[config.mk]
export PLATFORM = sky130hd
export DESIGN_NAME = bcd_scan_counter
export DESIGN_NICKNAME = d
export VERILOG_FILES = /design/src/rtl/seg7_pkg.sv /design/src/rtl/bcd_digit.sv /design/src/rtl/bcd_scan_counter.sv
export SDC_FILE = /design/constraint.sdc
export NUM_CORES = 1
export LEC_CHECK = 0
export CORE_AREA = 2 2 69 84
export DETAILED_ROUTE_END_ITERATION = 12
export DIE_AREA = 0 0 71 86
export GPL_TIMING_DRIVEN = 0
export PLACE_DENSITY = 0.77
export SLEW_MARGIN = 10
export SYNTH_ARGS = -nofsm -noshare
export SYNTH_HDL_FRONTEND = slang
export SYNTH_SLANG_ARGS = --single-unit
[constraint.sdc]
create_clock -name clk -period 2.2 [get_ports clk]
set_clock_uncertainty 0.05 [all_clocks]
set_input_delay 0.44 -clock clk [delete_from_list [all_inputs] [get_ports clk]]
set_output_delay 0.44 -clock clk [all_outputs]
set_load 0.05 [all_outputs]
[src/rtl/seg7_pkg.sv]
// rtl/seg7_pkg.sv - shared constants and helpers for the four-digit BCD scan display
package seg7_pkg;

  localparam int          NUM_DIGITS = 4;
  localparam logic [3:0]  BCD_MAX    = 4'd9;
  localparam logic [3:0]  AN_OFF     = 4'b1111;

  typedef logic [3:0] bcd_t;
  typedef logic [1:0] idx_t;

  // Active-low one-hot digit enables, entry 0 drives the units digit
  localparam logic [3:0] AN_TABLE [NUM_DIGITS] = '{4'b1110, 4'b1101, 4'b1011, 4'b0111};

  // Pick one BCD digit out of the packed four-digit count
  function automatic bcd_t digit_of(input logic [15:0] value, input idx_t idx);
    case (idx)
      2'd0:    digit_of = value[3:0];
      2'd1:    digit_of = value[7:4];
      2'd2:    digit_of = value[11:8];
      default: digit_of = value[15:12];
    endcase
  endfunction

  // Clamp an out-of-range nibble to zero so no digit ever holds more than nine
  function automatic bcd_t sanitize(input logic [3:0] nib);
    sanitize = (nib > BCD_MAX) ? 4'd0 : nib;
  endfunction

endpackage

[src/rtl/bcd_digit.sv]
// rtl/bcd_digit.sv - one up/down BCD digit with carry and borrow chaining
module bcd_digit
  import seg7_pkg::*;
(
  input  logic       clk,
  input  logic       rst,
  input  logic       load,
  input  logic [3:0] load_val,
  input  logic       ci,
  input  logic       bi,
  output logic [3:0] q,
  output logic       co,
  output logic       bo
);

  // Ripple outputs: this digit wraps on the same step that it is asked to move
  always_comb begin
    co = ci && (q == BCD_MAX);
    bo = bi && (q == 4'd0);
  end

  // Digit register: load beats step, step up on carry-in, step down on borrow-in
  always_ff @(posedge clk or posedge rst) begin
    if (rst) begin
      q <= 4'd0;
    end else if (load) begin
      q <= sanitize(load_val);
    end else if (ci) begin
      q <= (q == BCD_MAX) ? 4'd0 : q + 4'd1;
    end else if (bi) begin
      q <= (q == 4'd0) ? BCD_MAX : q - 4'd1;
    end
  end

endmodule

[src/rtl/bcd_scan_counter.sv]
// rtl/bcd_scan_counter.sv - four-digit BCD up/down counter with multiplexed digit scan
module bcd_scan_counter
  import seg7_pkg::*;
#(
  parameter int SCAN_DIV = 50000,
  parameter int CNT_W    = 16
) (
  input  logic        clk,
  input  logic        rst,
  input  logic        en,
  input  logic        up,
  input  logic        load,
  input  logic [15:0] load_val,
  output logic [15:0] count,
  output logic        carry,
  output logic [3:0]  bcd,
  output logic [3:0]  an
);

  localparam logic [CNT_W-1:0] PRESC_MAX = CNT_W'(SCAN_DIV - 1);

  logic [3:0]       ci;
  logic [3:0]       bi;
  logic [3:0]       co;
  logic [3:0]       bo;
  logic [CNT_W-1:0] presc;
  idx_t             idx;
  idx_t             nidx;
  logic             presc_wrap;

  // The units digit is stepped by the strobe; higher digits take the ripple of the one below
  always_comb begin
    ci[0] = en && !load && up;
    bi[0] = en && !load && !up;
    for (int i = 1; i < NUM_DIGITS; i++) begin
      ci[i] = co[i-1];
      bi[i] = bo[i-1];
    end
  end

  for (genvar g = 0; g < NUM_DIGITS; g++) begin : g_digit
    bcd_digit u_digit (
      .clk      (clk),
      .rst      (rst),
      .load     (load),
      .load_val (load_val[4*g +: 4]),
      .ci       (ci[g]),
      .bi       (bi[g]),
      .q        (count[4*g +: 4]),
      .co       (co[g]),
      .bo       (bo[g])
    );
  end

  // Wrap flag: a ripple out of the top digit marks a full-range wrap in either direction
  always_ff @(posedge clk or posedge rst) begin
    if (rst) begin
      carry <= 1'b0;
    end else begin
      carry <= co[NUM_DIGITS-1] || bo[NUM_DIGITS-1];
    end
  end

  // Next scan index, advanced only when the prescaler finishes a period
  always_comb begin
    presc_wrap = (presc == PRESC_MAX);
    nidx       = presc_wrap ? idx + 2'd1 : idx;
  end

  // Free-running prescaler and scan registers; bcd and an both follow the next index
  always_ff @(posedge clk or posedge rst) begin
    if (rst) begin
      presc <= '0;
      idx   <= 2'd0;
      an    <= AN_TABLE[0];
      bcd   <= 4'd0;
    end else begin
      presc <= presc_wrap ? '0 : presc + CNT_W'(1);
      idx   <= nidx;
      an    <= AN_TABLE[nidx];
      bcd   <= digit_of(count, nidx);
    end
  end

endmodule

* Word level (Yosys, flattened, before mapping)
Index checks and enable logic that the tools add are counted.
** Cells by class
- Magnitude comparators :: 5
- Bitwise gates (word level) :: 1
- Mux-type cells :: 30
- Equal/unequal tests :: 7
- $add $sub $neg :: 10
- Multiply operators :: 0
- Div/mod/pow operators :: 0
- Reductions and logical operators :: 23
- Shifts and indexed selects :: 0
** Operator list (count)
- $mux W4 :: 26
- $add A16 B1 Y16 const B :: 1
- $add A4 B1 Y4 const B :: 4
- $eq A16 B16 Y1 const B :: 1
- $eq A4 B4 Y1 const B :: 4
- $gt A4 B4 Y1 const B :: 4
- $logic_not A4 Y1 :: 4
- $mux W16 :: 1
- $sub A4 B1 Y4 const B :: 4
- $pmux W4 S3 :: 1
- $reduce_bool A3 Y1 :: 4
- $logic_and A1 B1 Y1 :: 11
- $bmux W4 S2 :: 1
- $ge A3 B3 Y1 const B :: 1
- $not A2 Y3 :: 1
- $add A2 B1 Y2 const B :: 1
- $eq A2 B1 Y1 const B :: 1
- $eq A2 B2 Y1 const B :: 1
- $logic_not A1 Y1 :: 2
- $logic_not A2 Y1 :: 1
- $mux W2 :: 1
- $logic_or A1 B1 Y1 :: 1
** Word-level totals
- Register bits :: 43
- Logic and storage cells :: 85
- Memories :: 0
- Latch bits :: 0
- Memory bits (writable) :: 0
- Input bits :: 21
- Bits in read-only memories :: 0

* Depth between registers and ports, before layout
Gate-level depths: netlist of the first run.
- Depth after elaboration :: 9
- Depth in mapped cells :: 8

* Hierarchy
Synthesis of the first run repeated with hierarchy kept, for this count alone.
** Unflattened totals
- Cells, all modules :: 311
- Area, all modules :: 2909.0 µm²
** By module, submodules not included
- bcd_digit :: area an instance 380.4 µm², times used 4, cells an instance 44
- bcd_scan_counter :: area an instance 1387.6 µm², times used 1, cells an instance 135

* Worst setup path after synthesis of the first run
No wires, ideal clock.
- Path kind :: reg2reg
- From :: register g_digit[0].u_digit.q[2]
- To :: register g_digit[2].u_digit.q[3]
- Cell stages (with the launch flop) :: 8
- Data arrival time :: 2078 ps
- Data required time :: 2016 ps
- Setup slack :: -62 ps
- Clock period less this slack :: 2262 ps
- Path through :: dfrtp_1 clkbuf_1 and4bb_2 buf_4 nand3_1 mux2_2 a211oi_1 o31ai_1
** Between the ends
- Longest elaborated chain between the ends :: 5
- Elaborated cells on any way between the ends :: 9
- Classes of those cells :: 1 x eq/ne; 2 x mux; 6 x reduce/logical
** Ends and longest elaborated chain
- start: declaration :: line bcd_digit.sv:11 : output logic [3:0] q,
- start signal: assignment :: line bcd_digit.sv:27 : q <= sanitize(load_val);
- start signal: assignment :: line bcd_digit.sv:29 : q <= (q == BCD_MAX) ? 4'd0 : q + 4'd1;
- start signal: assignment :: line bcd_digit.sv:31 : q <= (q == 4'd0) ? BCD_MAX : q - 4'd1;
- $eq A4 B4 Y1 :: line bcd_digit.sv:18 : co = ci && (q == BCD_MAX);
- $logic_and A1 B1 Y1 (2 in series) :: line bcd_digit.sv:18
- $mux W4 :: line bcd_digit.sv:28 : end else if (ci) begin
- $mux W4 :: line bcd_digit.sv:26 : end else if (load) begin
- end signal: assignment :: line bcd_digit.sv:27
- end signal: assignment :: line bcd_digit.sv:29
- end signal: assignment :: line bcd_digit.sv:31
- end: declaration :: line bcd_digit.sv:11
Several ways; a longest one is shown, not always the timed one.
A chain may end at the register's enable or synchronous reset.

* Worst setup path in the final report of the first run
- From :: input port en
- To :: register g_digit[2].u_digit.q[2]
** Between the ends
- Longest elaborated chain between the ends :: 6
- Elaborated cells on any way between the ends :: 10
- Classes of those cells :: 2 x mux; 8 x reduce/logical
** Ends and longest elaborated chain
- start: declaration :: line bcd_scan_counter.sv:10 : input logic en,
- $logic_and A1 B1 Y1 * :: line bcd_scan_counter.sv:33, bcd_scan_counter.sv:34
- $logic_and A1 B1 Y1 :: line bcd_scan_counter.sv:33 : ci[0] = en && !load && up;
- $logic_and A1 B1 Y1 (2 in series) :: line bcd_digit.sv:18
- $mux W4 :: line bcd_digit.sv:28
- $mux W4 :: line bcd_digit.sv:26
Every way passes the cells marked *; elsewhere a longest branch is shown, timed or not.

==> summary.txt, run 1 <==
Die
  – Die Area: 0.00611 mm²
  – Core area: 0.00526 mm²
  – Rows: 29
  – Boundary pin count: 46
  – Width of the die: 71 µm
  – Initial Utilization: 53.0%
  – Die Span Y: 86 µm

Logic synthesis
  – Mapped Cells: 326
  – EDFF count, synth: 0
  – Syn_nets: 348
  – Most frequent cell after synthesis: dfrtp_1
  – Flops & latches, synth: 43
  – Asr flop ratio synth: 100%
  – Commonest cells post-synth: dfrtp_1, nor2_1, clkbuf_1, nand2_1, o21ai_0
  – Top_reg_cell synth: dfrtp_1
  – Sequential element share of the synthesized area: 38.8%
  – Area share of the largest cell type after synthesis: 35.9%
  – Unique masters post-synth: 59
  – Warning count from the yosys run: 0
  – Synth area leaders: dfrtp_1, nor2_1, xnor2_1, o21ai_0, dfstp_2
  – Synthesized area: 0.00279 mm²
  – Synth Area per Inst: 8.55 µm²
  – Post-synth top area cell: dfrtp_1

Drt
  – Number of remaining DRC errors: 0
  – DR vias: 2,676
  – Routed WL: 7100 µm
  – Initial DRC Count: 186
  – ANT nets after route: 0
  – Number of vias per cell: 6.05
  – DR WL/cell: 16.1 µm
  – DR pass1 iterations: 5

Clock network
  – Clock root buffer: clkbuf_8
  – Number of buffers created by CTS: 5
  – Clock-pin slew on the worst setup and hold paths: 80 ps
  – Sink Count: 43
  – Clock Tree Buf Depth: 2
  – Hold-fix buffers, CTS: 0
  – CTS tree: yes
  – H-Tree Depth: 2
  – Worst skew pair latency: 300 ps

STA
  – Unrepaired setup endpoints after global routing: true
  – Final setup violation count: 0
  – Fin crit period: 2160 ps
  – Fin crit share: 98.1%
  – Max Clk Rate: 463 MHz
  – Fin. max-slew vios: 0
  – Max_slew headroom: 61.8%
  – Fin. Hold Viols: 0
  – Slew @ Worst Pin: 574 ps

Critical path
  – Crit-path cells: clkdlybuf4s50_1 > or3b_2 > nor4_4 > nor2b_1 > a221o_1 > a2bb2oi_1
  – R2R setup slack: 50 ps
  – Crit path max fanout: 3
  – Req. time, crit path: 2310 ps
  – Worst setup EP type: flip-flop
  – Critical path startpoint category: input pin
  – Critical R2R Launch: g_digit[1].u_digit.q[0]
  – WS Path Type: input pin to flip-flop
  – Slowest cell on crit path: clkdlybuf4s50_1
  – R2r worst-path depth: 5
  – R2R Path End: g_digit[2].u_digit.q[2]
  – Worst path max stage delay: 540 ps
  – Crit path DAT: 2270 ps

Final layout
  – Share of post-route cells with drive strength above 1: 12.4%
  – Final net count: 401
  – Non-filler cells, final: 442
  – Design Area, Final: 0.00356 mm²
  – Number of filler cells placed in the layout: 425
  – Synth-to-layout area growth: 27.8%
  – Ant diodes: 0

Global routing
  – Largest net degree at the start of global routing: 32
  – Gr ovfl total: 0
  – First-pass GRT wire length: 11,700 µm
  – Total GRT Usage: 23.8%
  – Vias in the first global route: 2,546
  – Initial antenna violation count: 0

Placed design
  – Post-placement cell area: 0.00333 mm²
  – PortBufs: 44
  – HPWL Detailed: 5060 µm
  – Gp weighted congestion: 0.867
  – Dpl cells: 433

Power
  – LEAKAGE: 1.46 nW
  – Worst VDD drop: 341 µV
  – PD cells: 638 mW/mm²

Job
  – MaxCap Viol Count: 0

Run status
  – Status: completed

Min path
  – Hold Path Class: input pin to async pin
per-stage QoR:
stage	power [W]	utilization, %	hold slack, ps	setup slack, ps	TNS [ps]
final	0.00227	67.7	359	41.3	0
after detailed placement	0.00153	63.3	401	-627	-4420
after global routing	0.00238	67.7	378	-15.2	-27.1
after floorplan	0.00132	-	374	4.27	0
after global placement	0.00152	62.9	385	-620	-10280
after CTS	0.00227	66.8	371	-2.72	-3.30
logic make-up after synthesis:
kind of cell	after synthesis	share of synthesized area, %
AO/OA/AOI/OAI	70	16.8
AND/OR/NAND/NOR	145	29.1
flip-flops	43	38.8
XOR/XNOR	22	6.92
multiplexers	6	2.25
buffers and inverters	39	5.70
adder cells (fa/ha/maj)	1	0.449
worst max-delay path, delay by kind of cell:
kind	cells	cell delay, ps
buffers and inverters	1	540
AOI/OAI and AO/OA	2	500
and+or+nand+nor	3	790
flip-flops by register name, indices dropped and copies added (netlist names):
signal / cells
g_digit.u_digit.q: 16
presc: 16
an: 4
bcd: 4
idx: 2
carry: 1
cells in the final DEF (no fill, tap or decap), types with 3 or more instances in the layout:
cell type and instances:
a21boi_0 3, o21ai_0 16, and3_1 7, dfrtp_1 37
or3_1 3, o221ai_1 3, dfstp_2 3, a21oi_1 11
o31ai_1 6, nand3_1 15, nor3_1 12, nor3b_1 3
clkbuf_8 5, xnor2_1 12, nand2b_1 7, clkbuf_1 12
clkbuf_2 4, mux2i_1 4, nand4_1 8, xor2_1 9
o32ai_1 3, and2_1 4, nor4_2 3, nor2b_1 7
a211oi_1 3, nor2_1 39, nand2_1 17, o22ai_1 6
dfrtp_2 3, inv_1 12, clkdlybuf4s50_1 43, buf_4 6
a31oi_1 3
power by group:
group | internal, W | total, W | switching, W | leakage [nW]
Clock | 0.000454 | 0.000727 | 0.000273 | 0.0654
Combinational | 0.000251 | 0.000657 | 0.000406 | 0.849
Sequential | 0.000834 | 0.000889 | 0.0000557 | 0.545
worst max-delay path by stage:
stage | from | to | depth (start not counted)
floorplan | g_digit[0].u_digit.q[1] | g_digit[2].u_digit.q[2] | 6
global placement | en | g_digit[3].u_digit.q[3] | 7
detailed placement | en | g_digit[3].u_digit.q[3] | 7
CTS | g_digit[0].u_digit.q[1] | g_digit[2].u_digit.q[2] | 6
global route | g_digit[2].u_digit.q[2] | g_digit[3].u_digit.q[2] | 7
finish | en | g_digit[2].u_digit.q[2] | 6
layer usage:
layer  vias to the layer above  part of all wire [%]  track usage [%]
met2                       100                    53             43.2
met3                        20                   4.9             4.11
li1                       1284                     -                -
met5                         -                     0                0
met4                         0                   2.4             7.20
met1                      1272                    40             28.5
timing repair:
item	CTS	global route
pin swaps	3	1
buffers inserted	4	0
resized for setup	5	19
setup endpoints to repair	7	11
layout make-up:
cell class	instances	area (µm²)	area share [%]
Inverter	13	48.8	1.37
Timing Repair Buffer	49	493	13.8
Clock inverter	2	60.1	1.69
Sequential cell	43	1080	30.4
Clock buffer	6	72.6	2.04
Multi-Input combinational cell	244	1610	45.2
Tap cell	62	77.6	2.18
Buffer	23	116	3.27
Power figures use the tool's default switching activity.
==> run 2, diff against run 1 <==
--- a/config.mk
+++ b/config.mk
@@ -5,10 +5,12 @@
 export SDC_FILE = /design/constraint.sdc
 export NUM_CORES = 1
 export LEC_CHECK = 0
+export ABC_AREA = 0
 export CORE_AREA = 2 2 69 84
 export DETAILED_ROUTE_END_ITERATION = 12
 export DIE_AREA = 0 0 71 86
 export GPL_TIMING_DRIVEN = 0
+export HOLD_SLACK_MARGIN = 0.02
 export PLACE_DENSITY = 0.77
 export SLEW_MARGIN = 10
 export SYNTH_ARGS = -nofsm -noshare
==> results of run 2 <==
Same layout as run 1: the final DEF is identical, and so are final timing and power.
==> run 3, diff against run 2 <==
==> constraint.sdc (replaced) <==
create_clock -name clk -period 2.2 [get_ports clk]
set_clock_uncertainty 0.05 [all_clocks]
set_input_delay 0.33 -clock clk [delete_from_list [all_inputs] [get_ports clk]]
set_output_delay 0.33 -clock clk [all_outputs]
set_load 0.05 [all_outputs]
==> summary.txt, run 3 (synthesis gave the netlist of run 1 again) <==
Critical path
  – R2R setup slack: 40 ps (was 50 ps)
  – WS Path Type: flip-flop to flip-flop (was input pin to flip-flop)
  – Critical path startpoint category: flip-flop (was input pin)
  – Worst setup EP type: flip-flop (unchanged)
  – Critical R2R Launch: g_digit[1].u_digit.q[0] (unchanged)
  – R2R Path End: g_digit[2].u_digit.q[2] (unchanged)
  – Crit path max fanout: 6 (was 3)
  – Crit path DAT: 2270 ps (about the same)
  – Req. time, crit path: 2310 ps (about the same)
  – R2r worst-path depth: 5 (unchanged)

STA
  – Max_slew headroom: 63.4% (was 61.8%)
  – Max Clk Rate: 464 MHz (was 463 MHz)
  – Fin crit period: 2160 ps (about the same)
  – Fin. Hold Viols: 0 (unchanged)
  – Final setup violation count: 0 (unchanged)
  – Slew @ Worst Pin: 550 ps (was 574 ps)
  – Fin crit share: 98.0% (was 98.1%)
  – Fin. max-slew vios: 0 (unchanged)
  – Unrepaired setup endpoints after global routing: true (unchanged)
  – Final hold slack: 256 ps (was 359 ps)

Final layout
  – Final net count: 401 (unchanged)
  – Layout Utilization: 67.4% (was 67.7%)
  – Share of post-route cells with drive strength above 1: 11.8% (was 12.4%)
  – Ant diodes: 0 (unchanged)
  – Largest regs: g_digit.u_digit.q: 16 flops, presc: 16 flops (unchanged)
  – FF/Latch Area: 0.00108 mm² (unchanged)
  – Commonest non-fill, non-tap cell in the layout: clkdlybuf4s50_1 (unchanged)
  – Number of filler cells placed in the layout: 430 (was 425)
  – Design Area, Final: 0.00354 mm² (was 0.00356 mm²)
  – Most frequent cells in the layout: clkdlybuf4s50_1, nor2_1, dfrtp_1, nand2_1, o21ai_0 (unchanged)
  – Synth-to-layout area growth: 27.2% (was 27.8%)
  – Multi-input logic area: 0.00161 mm² (unchanged)

Clock network
  – H-Tree Depth: 2 (unchanged)
  – Clock-pin slew on the worst setup and hold paths: 80 ps (about the same)
  – Clock root buffer: clkbuf_8 (unchanged)
  – Clock Tree Buf Depth: 2 (unchanged)
  – Number of buffers created by CTS: 5 (unchanged)
  – Worst skew pair latency: 300 ps (about the same)
  – CTS tree: yes (unchanged)
  – Sink Count: 43 (unchanged)

Die
  – Core area: 0.00526 mm² (unchanged)
  – Rows: 29 (unchanged)
  – Width of the die: 71 µm (unchanged)
  – Initial Utilization: 53.0% (unchanged)
  – Die Span Y: 86 µm (unchanged)
  – Die Area: 0.00611 mm² (unchanged)
  – Boundary pin count: 46 (unchanged)

Drt
  – DR vias: 2,631 (was 2,676)
  – Routed WL: 6980 µm (was 7100 µm)
  – DR pass1 iterations: 5 (unchanged)
  – ANT nets after route: 0 (unchanged)
  – DR WL/cell: 15.8 µm (was 16.1 µm)
  – Initial DRC Count: 184 (was 186)
  – Number of remaining DRC errors: 0 (unchanged)
  – Number of vias per cell: 5.95 (was 6.05)

Global routing
  – Initial antenna violation count: 0 (unchanged)
  – Total GRT Usage: 23.7% (was 23.8%)
  – Largest net degree at the start of global routing: 32 (unchanged)
  – First-pass GRT wire length: 11,600 µm (was 11,700 µm)
  – Gr ovfl total: 0 (unchanged)
  – Vias in the first global route: 2,550 (was 2,546)

Power
  – LEAKAGE: 1.44 nW (was 1.46 nW)
  – Worst VDD drop: 334 µV (was 341 µV)
  – Power Total: 0.00227 W (about the same)
  – PD cells: 639 mW/mm² (was 638 mW/mm²)

Placed design
  – Post-placement cell area: 0.00333 mm² (unchanged)
  – HPWL Detailed: 5060 µm (unchanged)
  – PortBufs: 44 (unchanged)
  – Gp weighted congestion: 0.867 (unchanged)

Min path
  – Hold Path Class: input pin to async pin (unchanged)

Run status
  – Status: completed (unchanged)

Job
  – MaxCap Viol Count: 0 (unchanged)
## run 3: changes by cell type in the layout (fill, tap and decap cells not counted), sizes merged
cell	delta
dlymetal6s2s	-1
clkdlybuf4s50	+1
## run 3: power by group
part / leakage [nW] / switching, W / internal (W) / total [W]
combinational: 0.827 / 0.000404 / 0.000249 / 0.000653
sequential: 0.545 / 0.0000557 / 0.000834 / 0.000889
clock: 0.0654 / 0.000270 / 0.000454 / 0.000724
## run 3: worst max path at each step
stage / startpoint / to / slack, ps
2_1_floorplan: g_digit[0].u_digit.q[1] / g_digit[2].u_digit.q[2] / 4
3_3_place_gp: en / g_digit[3].u_digit.q[3] / -510
3_5_place_dp: en / g_digit[3].u_digit.q[3] / -520
4_1_cts: g_digit[0].u_digit.q[1] / g_digit[2].u_digit.q[2] / 20
5_1_grt: g_digit[2].u_digit.q[2] / g_digit[3].u_digit.q[2] / -20
6_report: g_digit[1].u_digit.q[0] / g_digit[2].u_digit.q[2] / 40
## run 3: area by class of cell
cell class              count  area share, %
inverters                  13           1.38
multi-input cells         244           45.4
clock buffers               6           2.05
plain buffers              24           3.11
repair buffers             48           13.6
flip-flops and latches     43           30.6
clock inverters             2           1.69
well taps                  62           2.19
## run 3: worst max-delay path: stages (launching register included)
cell,delay (ps)
dfrtp_2,460
or4_4,590
nor4_4,300
nor2b_1,120
a221o_1,360
a2bb2oi_1,130
## run 3: per-stage QoR
step	worst slack, ps	instances	setup TNS, ps
2_1_floorplan	4.27	326	0
3_3_place_gp	-510	432	-4350
3_5_place_dp	-517	433	-2860
4_1_cts	21.5	443	0
5_1_grt	-15.2	442	-36.3
6_report	44.9	442	0
## run 3: timing repair
item | in CTS | in global routing
hold buffers | 0 | 0
pin swaps | 2 | 2
gates resized for setup | 3 | 15
setup buffers | 2 | 1
endpoints found under the setup margin | 3 | 9
## run 3: metal layers
metal	part of all wire, %	up-vias	track usage (%)	routed length (µm)
met2	53	68	42.4	3720
met3	3.9	15	4.35	269
met1	41	1260	28.4	2860
met4	1.8	0	7.72	129
met5	0	-	0	0
li1	-	1288	-	-
